<file path="src/rtl/load_store_unit.sv">
// Load/store unit: turns byte/half/word pipeline requests into word-aligned
// data-memory accesses. Sub-word stores are done as read-modify-write because
// the memory only writes whole words. Loads are lane-extracted little-endian
// and sign- or zero-extended. Exactly one response is returned per request.
module load_store_unit #(
    parameter bit CHECK_ALIGN = 1'b1
) (
    input  logic        CLK,
    input  logic        RESET,
    input  logic        ReqValid,
    output logic        ReqReady,
    input  logic        ReqWrite,
    input  logic [31:0] ReqAddr,
    input  logic [31:0] ReqWData,
    input  logic [1:0]  ReqSize,
    input  logic        ReqUnsigned,
    output logic        RespValid,
    output logic [31:0] RespData,
    output logic        MisalignErr,
    output logic        MemReadValid,
    output logic [31:0] MemReadAddr,
    input  logic [31:0] MemReadData,
    input  logic        MemReadReady,
    output logic        MemWriteValid,
    output logic [31:0] MemWriteAddr,
    output logic [31:0] MemWriteData
);

    typedef enum logic [2:0] {
        IDLE,
        LOAD,
        RMW_RD,
        RMW_WR,
        RESP
    } state_t;

    state_t      state;
    logic [31:0] addr_q;
    logic [31:0] merged_q;
    logic [31:0] resp_data_q;
    logic [1:0]  size_q;
    logic        unsigned_q;
    logic        err_q;

    logic        req_misaligned;
    logic [31:0] req_addr_eff;
    logic [31:0] aligned_addr;
    logic        in_read;

    // Pull the addressed byte/half out of a memory word and extend it to 32 bits.
    function automatic logic [31:0] extract_lane(input logic [31:0] word,
                                                 input logic [1:0]  lane,
                                                 input logic [1:0]  size,
                                                 input logic        is_unsigned);
        logic [7:0]  b;
        logic [15:0] h;
        case (lane)
            2'd0:    b = word[7:0];
            2'd1:    b = word[15:8];
            2'd2:    b = word[23:16];
            default: b = word[31:24];
        endcase
        h = lane[1] ? word[31:16] : word[15:0];
        case (size)
            2'b00:   extract_lane = {{24{~is_unsigned & b[7]}}, b};
            2'b01:   extract_lane = {{16{~is_unsigned & h[15]}}, h};
            default: extract_lane = word;
        endcase
    endfunction

    // Replace only the addressed lane of the read word with the store data.
    function automatic logic [31:0] merge_lane(input logic [31:0] word,
                                               input logic [1:0]  lane,
                                               input logic [1:0]  size,
                                               input logic [31:0] wdata);
        logic [31:0] result;
        result = word;
        case (size)
            2'b00: begin
                case (lane)
                    2'd0:    result[7:0]   = wdata[7:0];
                    2'd1:    result[15:8]  = wdata[7:0];
                    2'd2:    result[23:16] = wdata[7:0];
                    default: result[31:24] = wdata[7:0];
                endcase
            end
            2'b01: begin
                if (lane[1])
                    result[31:16] = wdata[15:0];
                else
                    result[15:0] = wdata[15:0];
            end
            default: result = wdata;
        endcase
        merge_lane = result;
    endfunction

    // Classify the incoming request and, with checking disabled, force its address aligned.
    always_comb begin
        req_misaligned = 1'b0;
        req_addr_eff   = ReqAddr;
        if (CHECK_ALIGN) begin
            case (ReqSize)
                2'b01:   req_misaligned = ReqAddr[0];
                2'b10:   req_misaligned = (ReqAddr[1:0] != 2'b00);
                2'b11:   req_misaligned = 1'b1;
                default: req_misaligned = 1'b0;
            endcase
        end else begin
            case (ReqSize)
                2'b00:   req_addr_eff = ReqAddr;
                2'b01:   req_addr_eff = {ReqAddr[31:1], 1'b0};
                default: req_addr_eff = {ReqAddr[31:2], 2'b00};
            endcase
        end
    end

    // Main control FSM: accept, read (with stall), merge/write, then respond.
    always_ff @(posedge CLK or posedge RESET) begin
        if (RESET) begin
            state       <= IDLE;
            addr_q      <= '0;
            merged_q    <= '0;
            resp_data_q <= '0;
            size_q      <= '0;
            unsigned_q  <= 1'b0;
            err_q       <= 1'b0;
        end else begin
            case (state)
                IDLE: begin
                    if (ReqValid) begin
                        addr_q      <= req_addr_eff;
                        size_q      <= ReqSize;
                        unsigned_q  <= ReqUnsigned;
                        merged_q    <= ReqWData;
                        resp_data_q <= '0;
                        if (req_misaligned) begin
                            err_q <= 1'b1;
                            state <= RESP;
                        end else if (!ReqWrite) begin
                            state <= LOAD;
                        end else if (ReqSize[1]) begin
                            state <= RMW_WR;
                        end else begin
                            state <= RMW_RD;
                        end
                    end
                end
                LOAD: begin
                    if (MemReadReady) begin
                        resp_data_q <= extract_lane(MemReadData, addr_q[1:0], size_q, unsigned_q);
                        state       <= RESP;
                    end
                end
                RMW_RD: begin
                    if (MemReadReady) begin
                        merged_q <= merge_lane(MemReadData, addr_q[1:0], size_q, merged_q);
                        state    <= RMW_WR;
                    end
                end
                RMW_WR: begin
                    state <= RESP;
                end
                RESP: begin
                    resp_data_q <= '0;
                    err_q       <= 1'b0;
                    state       <= IDLE;
                end
                default: begin
                    state <= IDLE;
                end
            endcase
        end
    end

    // Decode state into the handshake and memory-port outputs; addresses read as 0 when idle.
    always_comb begin
        in_read       = (state == LOAD) || (state == RMW_RD);
        aligned_addr  = {addr_q[31:2], 2'b00};
        ReqReady      = (state == IDLE);
        RespValid     = (state == RESP);
        RespData      = resp_data_q;
        MisalignErr   = err_q;
        MemReadValid  = in_read;
        MemReadAddr   = in_read ? aligned_addr : '0;
        MemWriteValid = (state == RMW_WR);
        MemWriteAddr  = (state == RMW_WR) ? aligned_addr : '0;
        MemWriteData  = (state == RMW_WR) ? merged_q : '0;
    end

endmodule

</file>
<file path="config.mk">
export PLATFORM = sky130hd
export DESIGN_NAME = load_store_unit
export DESIGN_NICKNAME = d
export VERILOG_FILES = /design/src/rtl/load_store_unit.sv
export SDC_FILE = /design/constraint.sdc
export NUM_CORES = 1
export LEC_CHECK = 0
export BUFFER_PORTS_ARGS = -buffer_cell sky130_fd_sc_hd__buf_2
export CORE_MARGIN = 4
export CORE_UTILIZATION = 45
export DETAILED_ROUTE_END_ITERATION = 10
export PLACE_DENSITY = 0.76
export SLEW_MARGIN = 5
export SYNTH_ARGS = -nofsm -noshare
export SYNTH_HDL_FRONTEND = slang
export SYNTH_SLANG_ARGS = --single-unit
</file>
<file path="constraint.sdc">
create_clock -name CLK -period 7.15 [get_ports CLK]
set_clock_uncertainty 0.15 [all_clocks]
set_input_delay 0.3575 -clock CLK [delete_from_list [all_inputs] [get_ports CLK]]
set_output_delay 0.3575 -clock CLK [all_outputs]
set_load 0.01 [all_outputs]
</file>
==> metrics.md <==
| Metric | Value |
|---|---|
| Status | `finished clean` |
| Final Instance Area | `~7300 um2` |
| Final design utilization | `0.579` |
| Critical path required time | `~6.6 ns` |
| DP HPWL | `between 10 and 15 mm` |
| Critical-path cell list | `inv_1 -> nor3_2 -> buf_4 -> nor2_2 -> nor2b_1 -> buf_2` |
| DIE WIDTH | `~120 um` |
| Ys flop type | `dfrtp_1` |
| Clk Tree Root Cell | `clkbuf_16` |
| I/O Buffers | `between 200 and 250` |
| Setup-failing EPs final | `0` |
| Drt first pass iters | `5` |
| Vias in the first global route | `5,240` |
| Unique masters post-synth | `44` |
| Largest cells by area after synthesis | `dfrtp_1 (44%), mux2_2 (10%), and2_1 (6.6%)` |
| Initial Utilization | `0.461` |
| PwrDens | `around 410 nW/um2` |
| Global-route wire length before repair | `28.0 mm` |
| Post-CTS Setup Inserts | `0` |
| Depth of the CTS H-tree | `3` |
| Total GRT Usage | `0.246` |
| Minimum clock period | `approximately 3.1 ns` |
| Crit path max fanout | `31` |
| Setup CP Type | `reg2out` |
| RSZ-0062 raised after global routing | `no` |
| Crit start category | `flop` |
| Placement Setup Slack | `between 4 and 5 ns` |
| Drt drc | `0` |
| Ports | `237` |
| Layout cells sized above 1 | `0.391` |
| Clock tree buffer depth | `2` |
| Synth Warn # | `0` |
| Worst-skew pair later-pin latency | `roughly 0.35 ns` |
| Core Region | `roughly 13,000 um2` |
| Routed WL per cell | `between 15 and 20 um` |
| Area share of the largest cell type after synthesis | `0.441` |
| Slowest-stage cell, CP | `nor2_2` |
| Count of final hold-check violations | `0` |
| Leading area contributor after synthesis | `dfrtp_1` |
| Max-cap violations | `0` |
| Ys async rst share | `1.00` |
| Synth Instances | `about 600` |
| Maximum VDD drop | `around 0.2 mV` |
| Final wirelength | `~19 mm` |
| Vias | `roughly 5,400` |
| Fin crit share | `0.429` |
| CP delay by family, top | `simple AND/OR/NAND/NOR gates` |
| Pleak | `between 3 and 4 nW` |
| Max Fclk | `~330 MHz` |
| Worst relative slew slack | `0.189` |
| Mapped cell area | `~6000 um2` |
| Largest net degree at the start of global routing | `64` |
| Seq/Total Area, Yosys | `0.441` |
| Clk sinks | `between 100 and 150` |
| Mean post-synth cell area | `between 9 and 10 um2` |
| Post-route setup TNS | `0 ns` |
| CTS buffer count | `9` |
| Rows | `just over 40` |
| Final setup margin | `~4 ns` |
| Crit end category | `primary output` |
| FF+latch count, synth | `103` |
| Most frequent cell after synthesis | `dfrtp_1` |
| Fin Hold WS | `roughly 0.073 ns` |
| Ant. Diodes | `0` |
| Placed cell area | `approximately 7000 um2` |
| Final Max Tran Viols | `0` |
| Hold Path Class | `in2reg` |
| WP data arrival | `2.56 ns` |
| Initial antenna violation count | `1` |
| Crit-path max cell delay | `0.92 ns` |
| Die height | `roughly 120 um` |
| Layout area overhead | `25.7%` |
| Final global-route overflow total | `0` |
| WP buf/inv | `3` |
| Commonest cells in the netlist | `dfrtp_1 (103), and2_1 (62), mux2_2 (54)` |
| Vias per cell | `~5.5` |
| Post-synth EDFFs | `0` |
| Die Area | `roughly 15,000 um2` |
| Slew @ Worst Pin | `1.22 ns` |
| DR iter-0 viols | `slightly below 500` |
| Reg clk slew, reported paths | `roughly 0.060 ns` |
| ANT nets after route | `0` |
| GP Congestion | `around 0.88` |
| Layout Nets | `slightly above 900` |
| CTS tree | `yes` |
| Fillers | `1,146` |
-- layout make-up --
type	instances	area, um2	area share
multi-input combinational	435	3000	0.408
sequential	103	2580	0.351
timing repair buffer	237	1200	0.164
clock buffer	12	256	0.0349
tap	172	215	0.0293
inverter	16	62.6	0.00852
clock inverter	1	30.0	0.00409
-- per-stage QoR --
stage | power, mW | instances
floorplan | 2.04 | 604
CTS | 3.00 | 976
global placement | 2.46 | 962
global route | 3.18 | 976
detailed placement | 2.49 | 962
finish | 2.98 | 976
-- sequential cells by signal (all words and copies together), names as in the netlist --
| name | cells |
|---|---|
| MisalignErr | 1 |
| RespData | 32 |
| addr_q | 32 |
| merged_q | 32 |
| size_q | 2 |
| state | 3 |
| unsigned_q | 1 |
-- cell usage in the layout (no fill, tap or decap), types with 2 or more instances in the layout --
cell and n:
o21ai_2 2, o22ai_1 8, a22oi_1 18, clkbuf_8 2, o21a_1 2, a22o_1 8
nand2b_1 14, a221o_1 7, o221ai_1 15, clkbuf_16 9, and2_1 62, conb_1 4
nor3_2 2, nor3_1 3, nor2b_1 34, buf_4 4, nand3_1 8, o21ai_0 21
a21oi_1 39, o31ai_1 9, mux2i_1 15, dfrtp_1 103, a311oi_1 8, nor2_2 2
inv_1 15, nor2_1 25, buf_2 232, nand2_1 50, o211ai_1 9, mux2_1 3
mux2_2 54
-- power by group --
part	internal, mW	switching (mW)	total (mW)	leakage, nW
Sequential	0.848	0.275	1.12	1.28
Combinational	0.609	0.762	1.37	2.33
Clock	0.285	0.206	0.491	0.141
Total	1.74	1.24	2.98	3.75
-- cell families after synthesis --
logic type	count (synthesis)	share of synthesized area
multiplexers	72	0.136
flip-flops	103	0.441
buffers and inverters	66	0.0495
AO/OA/AOI/OAI	151	0.181
AND/OR/NAND/NOR	208	0.192
other	1	0.000642
-- routing by layer --
metal | GRT usage | part of all wire | vias up
met5 | 0 | 0.00070 | -
met1 | 0.317 | 0.41 | 2548
met2 | 0.401 | 0.47 | 295
li1 | - | - | 2523
met4 | 0.110 | 0.034 | 2
met3 | 0.0487 | 0.087 | 40
-- repair_timing --
item	4_1_cts	5_1_grt
hold buffers	1	0
endpoints found under the hold margin	51	0
setup endpoints to repair	0	0
resized for setup	0	0
-- worst paths after layout --
check	start	to	slack [ns]	depth (start not counted)
max	state[1]	MemReadAddr[29]	4.08	6
min	ReqAddr[24]	addr_q[24]	0.07	2
max reg2reg	addr_q[1]	RespData[14]	4.50	4
min reg2reg	RespData[1]	RespData[1]	0.33	2
max in group asynchronous	RESET	addr_q[1]	5.25	4
min in group asynchronous	RESET	addr_q[28]	0.49	3
Power figures use the tool's default switching activity.
